[src/rtl/vram_arbiter.sv]
// VRAM arbiter: schedules auto-refresh, video fetch and CPU accesses onto the SDRAM controller command port.
// Defining VRAM_ARB_STARVE_GUARD_EN adds a CPU starvation guard that bounds consecutive video grants.
module vram_arbiter #(
  parameter int REFRESH_CYCLES   = 810,
  parameter int CPU_STARVE_LIMIT = 4
) (
  input  logic        clk,
  input  logic        resetn,
  input  logic        vid_req,
  input  logic [21:0] vid_addr,
  output logic        vid_ack,
  output logic [15:0] vid_rdata,
  output logic        vid_rvalid,
  input  logic        cpu_req,
  input  logic        cpu_we,
  input  logic [21:0] cpu_addr,
  input  logic [15:0] cpu_wdata,
  input  logic [1:0]  cpu_wdm,
  output logic        cpu_ack,
  output logic [15:0] cpu_rdata,
  output logic        cpu_rvalid,
  output logic        mem_read,
  output logic        mem_write,
  output logic        mem_refresh,
  output logic [21:0] mem_addr,
  output logic [15:0] mem_din,
  output logic [1:0]  mem_wdm,
  input  logic [15:0] mem_dout,
  input  logic        mem_busy,
  output logic        ref_miss
);

  localparam int RCW = (REFRESH_CYCLES > 1) ? $clog2(REFRESH_CYCLES) : 1;
  localparam logic [RCW-1:0] REF_LAST = RCW'(REFRESH_CYCLES - 1);

  typedef enum logic [1:0] {
    ST_IDLE  = 2'd0,
    ST_ISSUE = 2'd1,
    ST_WAIT  = 2'd2
  } state_t;

  typedef enum logic [1:0] {
    OWN_REF = 2'd0,
    OWN_VID = 2'd1,
    OWN_CPU = 2'd2
  } owner_t;

  state_t          state_q;
  owner_t          owner_q;
  logic            op_read_q;
  logic            mem_read_q;
  logic            mem_write_q;
  logic            mem_refresh_q;
  logic [21:0]     mem_addr_q;
  logic [15:0]     mem_din_q;
  logic [1:0]      mem_wdm_q;
  logic            vid_ack_q;
  logic            cpu_ack_q;
  logic            vid_rvalid_q;
  logic            cpu_rvalid_q;
  logic [15:0]     vid_rdata_q;
  logic [15:0]     cpu_rdata_q;

  logic [RCW-1:0]  ref_cnt_q;
  logic [RCW-1:0]  ref_cnt_d;
  logic            ref_pending_q;
  logic            ref_pending_d;
  logic            ref_miss_q;
  logic            ref_miss_d;
  logic            ref_tick_s;
  logic            ref_clear_s;

  logic            grant_ref_s;
  logic            grant_vid_s;
  logic            grant_cpu_s;
  logic            cpu_first_s;

  // Refresh timer next state; a grant retiring the pending refresh in the same cycle as a tick is not a miss
  always_comb begin
    ref_tick_s    = (ref_cnt_q == REF_LAST);
    ref_clear_s   = (state_q == ST_ISSUE) && mem_refresh_q;
    ref_pending_d = ref_pending_q;
    ref_miss_d    = ref_miss_q;
    if (ref_tick_s) begin
      ref_cnt_d     = {RCW{1'b0}};
      ref_pending_d = 1'b1;
      if (ref_pending_q && !ref_clear_s) begin
        ref_miss_d = 1'b1;
      end else begin
        ref_miss_d = ref_miss_q;
      end
    end else begin
      ref_cnt_d = ref_cnt_q + RCW'(1);
      if (ref_clear_s) begin
        ref_pending_d = 1'b0;
      end else begin
        ref_pending_d = ref_pending_q;
      end
    end
  end

  // Refresh timer, pending flag and sticky miss flag
  always_ff @(posedge clk or negedge resetn) begin
    if (!resetn) begin
      ref_cnt_q     <= {RCW{1'b0}};
      ref_pending_q <= 1'b0;
      ref_miss_q    <= 1'b0;
    end else begin
      ref_cnt_q     <= ref_cnt_d;
      ref_pending_q <= ref_pending_d;
      ref_miss_q    <= ref_miss_d;
    end
  end

`ifdef VRAM_ARB_STARVE_GUARD_EN
  localparam logic [2:0] STARVE_LIMIT = 3'(CPU_STARVE_LIMIT);

  logic [2:0] starve_cnt_q;
  logic [2:0] starve_cnt_d;

  // Count video grants that overtook a waiting CPU request
  always_comb begin
    starve_cnt_d = starve_cnt_q;
    if (!cpu_req || grant_cpu_s) begin
      starve_cnt_d = 3'd0;
    end else if (grant_vid_s) begin
      starve_cnt_d = starve_cnt_q + 3'd1;
    end else begin
      starve_cnt_d = starve_cnt_q;
    end
  end

  // Starvation counter register
  always_ff @(posedge clk or negedge resetn) begin
    if (!resetn) begin
      starve_cnt_q <= 3'd0;
    end else begin
      starve_cnt_q <= starve_cnt_d;
    end
  end

  assign cpu_first_s = (starve_cnt_q == STARVE_LIMIT);
`else
  assign cpu_first_s = 1'b0;
`endif

  // Grant selection; nothing is granted while the controller is busy
  always_comb begin
    grant_ref_s = 1'b0;
    grant_vid_s = 1'b0;
    grant_cpu_s = 1'b0;
    if ((state_q == ST_IDLE) && !mem_busy) begin
      if (ref_pending_q) begin
        grant_ref_s = 1'b1;
      end else if (cpu_req && cpu_first_s) begin
        grant_cpu_s = 1'b1;
      end else if (vid_req) begin
        grant_vid_s = 1'b1;
      end else if (cpu_req) begin
        grant_cpu_s = 1'b1;
      end else begin
        grant_ref_s = 1'b0;
      end
    end else begin
      grant_ref_s = 1'b0;
    end
  end

  // Command FSM with registered strobes, acks and read-data return
  always_ff @(posedge clk or negedge resetn) begin
    if (!resetn) begin
      state_q       <= ST_IDLE;
      owner_q       <= OWN_REF;
      op_read_q     <= 1'b0;
      mem_read_q    <= 1'b0;
      mem_write_q   <= 1'b0;
      mem_refresh_q <= 1'b0;
      mem_addr_q    <= 22'd0;
      mem_din_q     <= 16'd0;
      mem_wdm_q     <= 2'b00;
      vid_ack_q     <= 1'b0;
      cpu_ack_q     <= 1'b0;
      vid_rvalid_q  <= 1'b0;
      cpu_rvalid_q  <= 1'b0;
      vid_rdata_q   <= 16'd0;
      cpu_rdata_q   <= 16'd0;
    end else begin
      mem_read_q    <= 1'b0;
      mem_write_q   <= 1'b0;
      mem_refresh_q <= 1'b0;
      vid_ack_q     <= 1'b0;
      cpu_ack_q     <= 1'b0;
      vid_rvalid_q  <= 1'b0;
      cpu_rvalid_q  <= 1'b0;
      case (state_q)
        ST_IDLE: begin
          if (grant_ref_s) begin
            owner_q       <= OWN_REF;
            op_read_q     <= 1'b0;
            mem_refresh_q <= 1'b1;
            mem_addr_q    <= 22'd0;
            mem_din_q     <= 16'd0;
            mem_wdm_q     <= 2'b00;
            state_q       <= ST_ISSUE;
          end else if (grant_vid_s) begin
            owner_q    <= OWN_VID;
            op_read_q  <= 1'b1;
            mem_read_q <= 1'b1;
            vid_ack_q  <= 1'b1;
            mem_addr_q <= vid_addr;
            mem_din_q  <= 16'd0;
            mem_wdm_q  <= 2'b00;
            state_q    <= ST_ISSUE;
          end else if (grant_cpu_s) begin
            owner_q     <= OWN_CPU;
            op_read_q   <= !cpu_we;
            mem_read_q  <= !cpu_we;
            mem_write_q <= cpu_we;
            cpu_ack_q   <= 1'b1;
            mem_addr_q  <= cpu_addr;
            mem_din_q   <= cpu_we ? cpu_wdata : 16'd0;
            mem_wdm_q   <= cpu_we ? cpu_wdm : 2'b00;
            state_q     <= ST_ISSUE;
          end else begin
            state_q <= ST_IDLE;
          end
        end
        ST_ISSUE: begin
          state_q <= ST_WAIT;
        end
        ST_WAIT: begin
          // Operands stay on the bus until the controller drops busy
          if (!mem_busy) begin
            if (op_read_q && (owner_q == OWN_VID)) begin
              vid_rdata_q  <= mem_dout;
              vid_rvalid_q <= 1'b1;
            end else if (op_read_q && (owner_q == OWN_CPU)) begin
              cpu_rdata_q  <= mem_dout;
              cpu_rvalid_q <= 1'b1;
            end else begin
              vid_rvalid_q <= 1'b0;
            end
            state_q <= ST_IDLE;
          end else begin
            state_q <= ST_WAIT;
          end
        end
        default: begin
          state_q <= ST_IDLE;
        end
      endcase
    end
  end

  assign mem_read    = mem_read_q;
  assign mem_write   = mem_write_q;
  assign mem_refresh = mem_refresh_q;
  assign mem_addr    = mem_addr_q;
  assign mem_din     = mem_din_q;
  assign mem_wdm     = mem_wdm_q;
  assign vid_ack     = vid_ack_q;
  assign cpu_ack     = cpu_ack_q;
  assign vid_rvalid  = vid_rvalid_q;
  assign cpu_rvalid  = cpu_rvalid_q;
  assign vid_rdata   = vid_rdata_q;
  assign cpu_rdata   = cpu_rdata_q;
  assign ref_miss    = ref_miss_q;

endmodule

[config.mk]
export PLATFORM = sky130hd
export DESIGN_NAME = vram_arbiter
export DESIGN_NICKNAME = d
export VERILOG_FILES = /design/src/rtl/vram_arbiter.sv
export SDC_FILE = /design/constraint.sdc
export NUM_CORES = 1
export LEC_CHECK = 0
export BUFFER_PORTS_ARGS = -buffer_cell sky130_fd_sc_hd__buf_4
export CORE_MARGIN = 1.5
export CORE_UTILIZATION = 40
export DETAILED_ROUTE_END_ITERATION = 16
export PLACE_DENSITY = 0.73
export SLEW_MARGIN = 10
export SYNTH_ARGS = -nofsm -noshare
export SYNTH_HDL_FRONTEND = slang
export SYNTH_SLANG_ARGS = --single-unit
[constraint.sdc]
create_clock -name clk -period 4.3 [get_ports clk]
set_input_delay 0.86 -clock clk [delete_from_list [all_inputs] [get_ports clk]]
set_output_delay 0.86 -clock clk [all_outputs]
set_load 0.1 [all_outputs]
==> out/metrics.cfg, run 1 <==
[outcome]
status = finished, final reports clean

[detailed_routing]
routed_wl_mm = 8.525
vias = 2802
routed_via_density = 4.977
firstDrtPassIters = 4
drc = 0
wl_per_cell_um = 15.14
antenna_left = 0
drt-initial-drc-count = 111

[grt]
grt_max_degree = 75
antenna_found_initial = 0
gr-total-overflow = 0
grt_pass1_wl_mm = 13.38
grt_pass1_vias = 2771
grtUsageTotal_pct = 16.92

[setup_path]
path_class = in -> reg
end_kind = flip-flop
worstPathArrival_ns = 2.36
crit_fanout = 29
required_ns = 4.57
start_kind = primary input

[clocking]
ctsResizeCount = 0
clk_path_buf_depth = 2
clock-root-buffer = clkbuf_8
cts_tree = done
clkTransAtPathRegs_ns = 0.09
cts_setup_buffers = 0
clock_latency_ns = 0.34
cts-buffers-inserted = 9
clock-sinks = 96
hold_buffers = 0
htree_levels = 3

[timing]
fin_crit_sh_pct = 48.62
setup_tns_ns = 0
fin_crit_ns = 2.091
rsz0062_at_grt = no
clock_skew_ns = 0.01195
relSlewSlack_pct = 39.67
worst_pin_slew_ns = 0.9050
maxSlewViolCount = 0
setup_viol = 0
hold_viol = 0
fmax_ghz = 0.4783

[floorplanning]
start_util_pct = 41.39
placementRows = 35
die_w_um = 101.0
fp.dieArea_sq_um = 10200
die_y_um = 101.0
core_area_sq_um = 9284
io_pins = 164

[final_layout]
multi_input_area_sq_um = 1304
n_antenna_cell = 0
final_cell_mix = 167 x buf_4, 96 x dfrtp_1, 29 x mux2_2
drive_above_1_share_pct = 50.69
fillers = 770
fin_util_pct = 57.47
area_delta_synth_final_pct = 38.85
postLayoutCellArea_sq_um = 5335
nNetsFinal = 515
final_cells = 563
final_common_cell = buf_4
regArea_sq_um = 2402

[run]
drv_cap = 0

[logic_synthesis]
syn-cell-area_sq_um = 3842
synthArstFlopShare_pct = 100.0
ys_seq_area_share_pct = 62.52
yosysUniqueCellTypes = 37
synthCells = 269
synth-edff-count = 0
yosys_warnings = 0
synth_fp_nets = 355
syn_area_per_cell_sq_um = 14.28
ys_ff_latch = 96
synthFlopType = dfrtp_1

[worst_hold_path]
hp-class = reg -> reg

[power_and_ir_drop]
p_sw_share_pct = 54.66
ir_drop_mv = 0.3948
power_density_nw_per_um2 = 790.2
total_power_w = 0.004216
seq_power_share_pct = 30.2
power_frac_comb_pct = 56.1
p_int_w = 0.001911
power.leakage_nw = 2.742
power.switching_w = 0.002304
power.share.clock_pct = 13.7

[placed_design]
io_buffers = 163
numPlacedInstances = 547
place_hpwl_mm = 6.148
dpl_cell_area_sq_um = 5140
place.gp.congestion = 0.8034

cells by family after synthesis:
family	Yosys count	share of synthesized area (%)
AOI/OAI and AO/OA	75	15.79
xor gates and xnor gates	5	1.140
adders and majority gates	2	0.6511
buffers and inverters	23	3.842
DFF	96	62.52
muxes	33	9.931
and+or+nand+nor	35	6.122
power by group through the flow:
stage / Combinational (W) / Sequential [W] / Clock (W)
2_1_floorplan: 0.000291 / 0.00285 / 0
3_3_place_gp: 0.00236 / 0.00129 / 0
3_5_place_dp: 0.00238 / 0.00129 / 0
4_1_cts: 0.00238 / 0.00127 / 0.000605
5_1_grt: 0.00243 / 0.00130 / 0.000640
6_report: 0.00236 / 0.00127 / 0.000579
path summary, 6_finish.rpt:
check / cells after the start / slack (ns) / startpoint / end
max: 4 / 2.21 / vid_req / mem_wdm[1]
min reg2reg: 1 / 0.50 / mem_addr[7] / mem_addr[7]
min in group asynchronous: 1 / 0.62 / resetn / vid_rdata[11]
max reg2reg: 3 / 2.38 / ref_pending_q / mem_wdm[1]
min: 1 / 0.50 / mem_addr[7] / mem_addr[7]
max in group asynchronous: 2 / 2.80 / resetn / mem_din[6]
layout make-up:
type | count | share of cell area [%]
Clock buffer | 10 | 2.392
Clock inverter | 6 | 1.266
Inverter | 5 | 0.3518
Multi-Input combinational cell | 150 | 24.44
Sequential cell | 96 | 45.03
Tap cell | 129 | 3.025
Timing Repair Buffer | 167 | 23.50
synth_stat cells, types with 2 or more instances:
| cell | number | share of area, % |
|---|---|---|
| nor3_1 | 2 | 0.26 |
| buf_4 | 2 | 0.39 |
| and2_1 | 3 | 0.49 |
| o21ai_0 | 4 | 0.52 |
| ha_1 | 2 | 0.65 |
| xor2_1 | 2 | 0.46 |
| dfrtp_1 | 96 | 63 |
| or3_1 | 2 | 0.33 |
| inv_1 | 5 | 0.49 |
| and3_1 | 2 | 0.33 |
| mux2_4 | 3 | 1.2 |
| nand3b_4 | 2 | 1.0 |
| a21oi_1 | 2 | 0.26 |
| nor2_1 | 7 | 0.68 |
| buf_6 | 7 | 2.1 |
| nand2_1 | 2 | 0.20 |
| mux2_2 | 29 | 8.5 |
| nor2b_1 | 2 | 0.33 |
| xnor2_1 | 3 | 0.68 |
| clkbuf_1 | 8 | 0.78 |
| a22o_1 | 18 | 4.1 |
| nand3_1 | 4 | 0.52 |
| o2bb2ai_1 | 23 | 5.2 |
| a22oi_1 | 22 | 4.3 |
| nand4_1 | 3 | 0.49 |
| a21o_1 | 3 | 0.59 |
critical path: stages:
cell,delay (ns)
buf_4,0.21
o31ai_4,0.66
buf_4,0.42
a22o_1,0.20
per-stage QoR:
step / worst slack (ns) / hold WS, ns
after floorplan: 2.376 / 0.4568
after global placement: 1.935 / 0.4731
after detailed placement: 1.865 / 0.4759
after CTS: 2.255 / 0.5011
after global routing: 2.116 / 0.5093
final: 2.209 / 0.4974
layer usage:
layer	wire [um]	up-vias	track usage, %
met5	0	-	0
met4	63	0	6.838
met3	643	6	3.675
met2	4056	130	27.13
met1	3761	1336	22.42
li1	-	1330	-
flip-flops by register name, summed over array words and instances (netlist names), 2 cells and up:
register and flops:
owner_q 2, state_q 2, mem_addr 22, vid_rdata 16, mem_wdm 2, mem_din 16
ref_cnt_q 10, cpu_rdata 16
No activity file was read; power rests on OpenSTA's default activity.
==> run 2, diff against run 1 <==
--- a/config.mk
+++ b/config.mk
@@ -9,7 +9,7 @@
 export CORE_MARGIN = 1.5
 export CORE_UTILIZATION = 40
 export DETAILED_ROUTE_END_ITERATION = 16
-export PLACE_DENSITY = 0.73
+export PLACE_DENSITY = 0.76
 export SLEW_MARGIN = 10
 export SYNTH_ARGS = -nofsm -noshare
 export SYNTH_HDL_FRONTEND = slang
==> constraint.sdc (replaced) <==
create_clock -name clk -period 1.9 [get_ports clk]
set_input_delay 0.38 -clock clk [delete_from_list [all_inputs] [get_ports clk]]
set_output_delay 0.38 -clock clk [all_outputs]
set_load 0.1 [all_outputs]
==> out/metrics.cfg, run 2 (synthesis results as in run 1) <==
[worst_hold_path]
hp-class = in -> reg  ; was reg -> reg

[grt]
grt_max_degree = 38  ; was 75
gr-total-overflow = 0  ; unchanged
antenna_found_initial = 0  ; unchanged
grtUsageTotal_pct = 17.32  ; was 16.92%
grt_pass1_vias = 2863  ; was 2771
grt_pass1_wl_mm = 13.71  ; was 13.38 mm

[clocking]
htree_levels = 3  ; unchanged
cts_setup_buffers = 0  ; unchanged
clock_latency_ns = 0.35  ; was 0.34 ns
cts_tree = done  ; unchanged
cts-buffers-inserted = 9  ; unchanged
clock-sinks = 96  ; unchanged
clkTransAtPathRegs_ns = 0.10  ; was 0.09 ns
clk_path_buf_depth = 2  ; unchanged
clock-root-buffer = clkbuf_8  ; unchanged

[setup_path]
path_class = reg -> reg  ; was in -> reg
slowest_stage = nor4_1  ; was o31ai_4
critical_path.cell_chain = nor4_1 -> and3_1 -> buf_4 -> a22o_1  ; was buf_4 -> o31ai_4 -> buf_4 -> a22o_1
max_stage_delay_ns = 0.52  ; was 0.66 ns
worstPathArrival_ns = 1.98  ; was 2.36 ns
start_kind = flip-flop  ; was primary input
end_kind = flip-flop  ; unchanged
r2r_setup_slack_ns = 0.21  ; was 2.38 ns
required_ns = 2.19  ; was 4.57 ns
crit_fanout = 19  ; was 29

[timing]
worst_pin_slew_ns = 0.9417  ; was 0.9050 ns
maxSlewViolCount = 0  ; unchanged
rsz0062_at_grt = no  ; unchanged
relSlewSlack_pct = 36.94  ; was 39.67%
clock_skew_ns = 0.01068  ; was 0.01195 ns
hold_viol = 0  ; unchanged
fin_crit_ns = 1.690
fmax_ghz = 0.5919
fin_crit_sh_pct = 88.92
setup_viol = 0  ; unchanged

[detailed_routing]
antenna_left = 0  ; unchanged
drc = 0  ; unchanged
routed_wl_mm = 8.651  ; was 8.525 mm
vias = 2857  ; was 2802
drt-initial-drc-count = 108  ; was 111
routed_via_density = 5.030  ; was 4.977
wl_per_cell_um = 15.23  ; was 15.14 um
firstDrtPassIters = 4  ; unchanged

[final_layout]
fillers = 768  ; was 770
nNetsFinal = 521  ; was 515
fin_util_pct = 58.72  ; was 57.47%
drive_above_1_share_pct = 51.25  ; was 50.69%
final_cells = 568  ; was 563
largest_register_ffs = 22  ; unchanged
n_antenna_cell = 0  ; unchanged
final_common_cell = buf_4  ; unchanged
final_cell_mix = 170 x buf_4, 96 x dfrtp_1, 29 x mux2_2  ; was 167 x buf_4, 96 x dfrtp_1, 29 x mux2_2
area_delta_synth_final_pct = 41.88  ; was 38.85%

[floorplanning]
die_w_um = 101.0  ; unchanged
die_y_um = 101.0  ; unchanged
io_pins = 164  ; unchanged
fp.dieArea_sq_um = 10200  ; unchanged
start_util_pct = 41.39  ; unchanged
placementRows = 35  ; unchanged
core_area_sq_um = 9284  ; unchanged

[placed_design]
numPlacedInstances = 552  ; was 547
io_buffers = 163  ; unchanged
place.gp.congestion = 0.7962  ; was 0.8034
place_hpwl_mm = 6.232  ; was 6.148 mm

[power_and_ir_drop]
power.leakage_nw = 2.802  ; was 2.742 nW
ir_drop_mv = 0.9020  ; was 0.3948 mV
power_density_nw_per_um2 = 1802  ; was 790.2 nW/um^2

[run]
drv_cap = 0  ; unchanged

[outcome]
status = finished, final reports clean  ; unchanged

run 2: cell count changes in the layout (fill, tap and decap cells not counted):
cell / previous run / this run
clkbuf_1: 1 / 0
clkinvlp_4: 2 / 1
buf_4: 167 / 170
clkinv_2: 1 / 0
bufinv_16: 1 / 3
buf_12: 0 / 2
dlygate4sd3_1: 0 / 1
run 2: metal layers:
layer | up-vias | global-route usage, % | part of all wire (%) | wire, um
met4 | 0 | 7.372 | 2.0 | 172
met3 | 13 | 4.577 | 7.4 | 636
li1 | 1331 | - | - | -
met2 | 129 | 27.34 | 47 | 4041
met5 | - | 0 | 0 | 0
met1 | 1384 | 22.64 | 44 | 3801
run 2: path summary, 6_finish.rpt:
check / start / endpoint / cells past startpoint
min: cpu_wdata[7] / mem_din[7] / 2
min in group asynchronous: resetn / vid_rdata[8] / 2
min reg2reg: mem_addr[19] / mem_addr[19] / 1
max in group asynchronous: resetn / mem_addr[9] / 3
max reg2reg: ref_pending_q / mem_wdm[0] / 4
max: ref_pending_q / mem_wdm[0] / 4
run 2: worst max-delay path, delay by kind of cell, from the launching register on:
family / cells / cell delay (ns)
buf+inv: 1 / 0.23
flops: 1 / 0.47
simple gates: 2 / 0.76
compound gates: 1 / 0.17
run 2: cell type report:
cell class	count	area [sq um]	share of cell area (%)
Inverter	5	18.77	0.3443
Tap cell	129	161.4	2.961
Multi-Input combinational cell	150	1304	23.92
Sequential cell	96	2402	44.07
Clock inverter	6	115.1	2.112
Timing Repair Buffer	173	1326	24.33
Clock buffer	9	123.9	2.272
run 2: where the power goes:
part | internal [W] | switching, W
combinational | 0.00117 | 0.00421
sequential | 0.00256 | 0.000319
clock | 0.000876 | 0.000683
total | 0.00461 | 0.00521
run 2: stage by stage:
stage	setup TNS, ns	setup WS (ns)	cell area (sq um)	hold WS (ns)	power [W]
floorplan	0	0.4268	3842	0.08441	0.007099
global placement	-0.01488	-0.002004	5202	0.3813	0.008269
detailed placement	-1.712	-0.1135	5202	0.3818	0.008323
CTS	0	0.2058	5451	0.2245	0.009900
global route	0	0.06085	5451	0.2168	0.01019
finish	0	0.2105	5451	0.2382	0.009821
run 2: repair_timing:
item	in CTS	in global routing
endpoints found under the setup margin	0	0
endpoints found under the hold margin	14	0
hold buffers	1	0
resized for setup	0	0
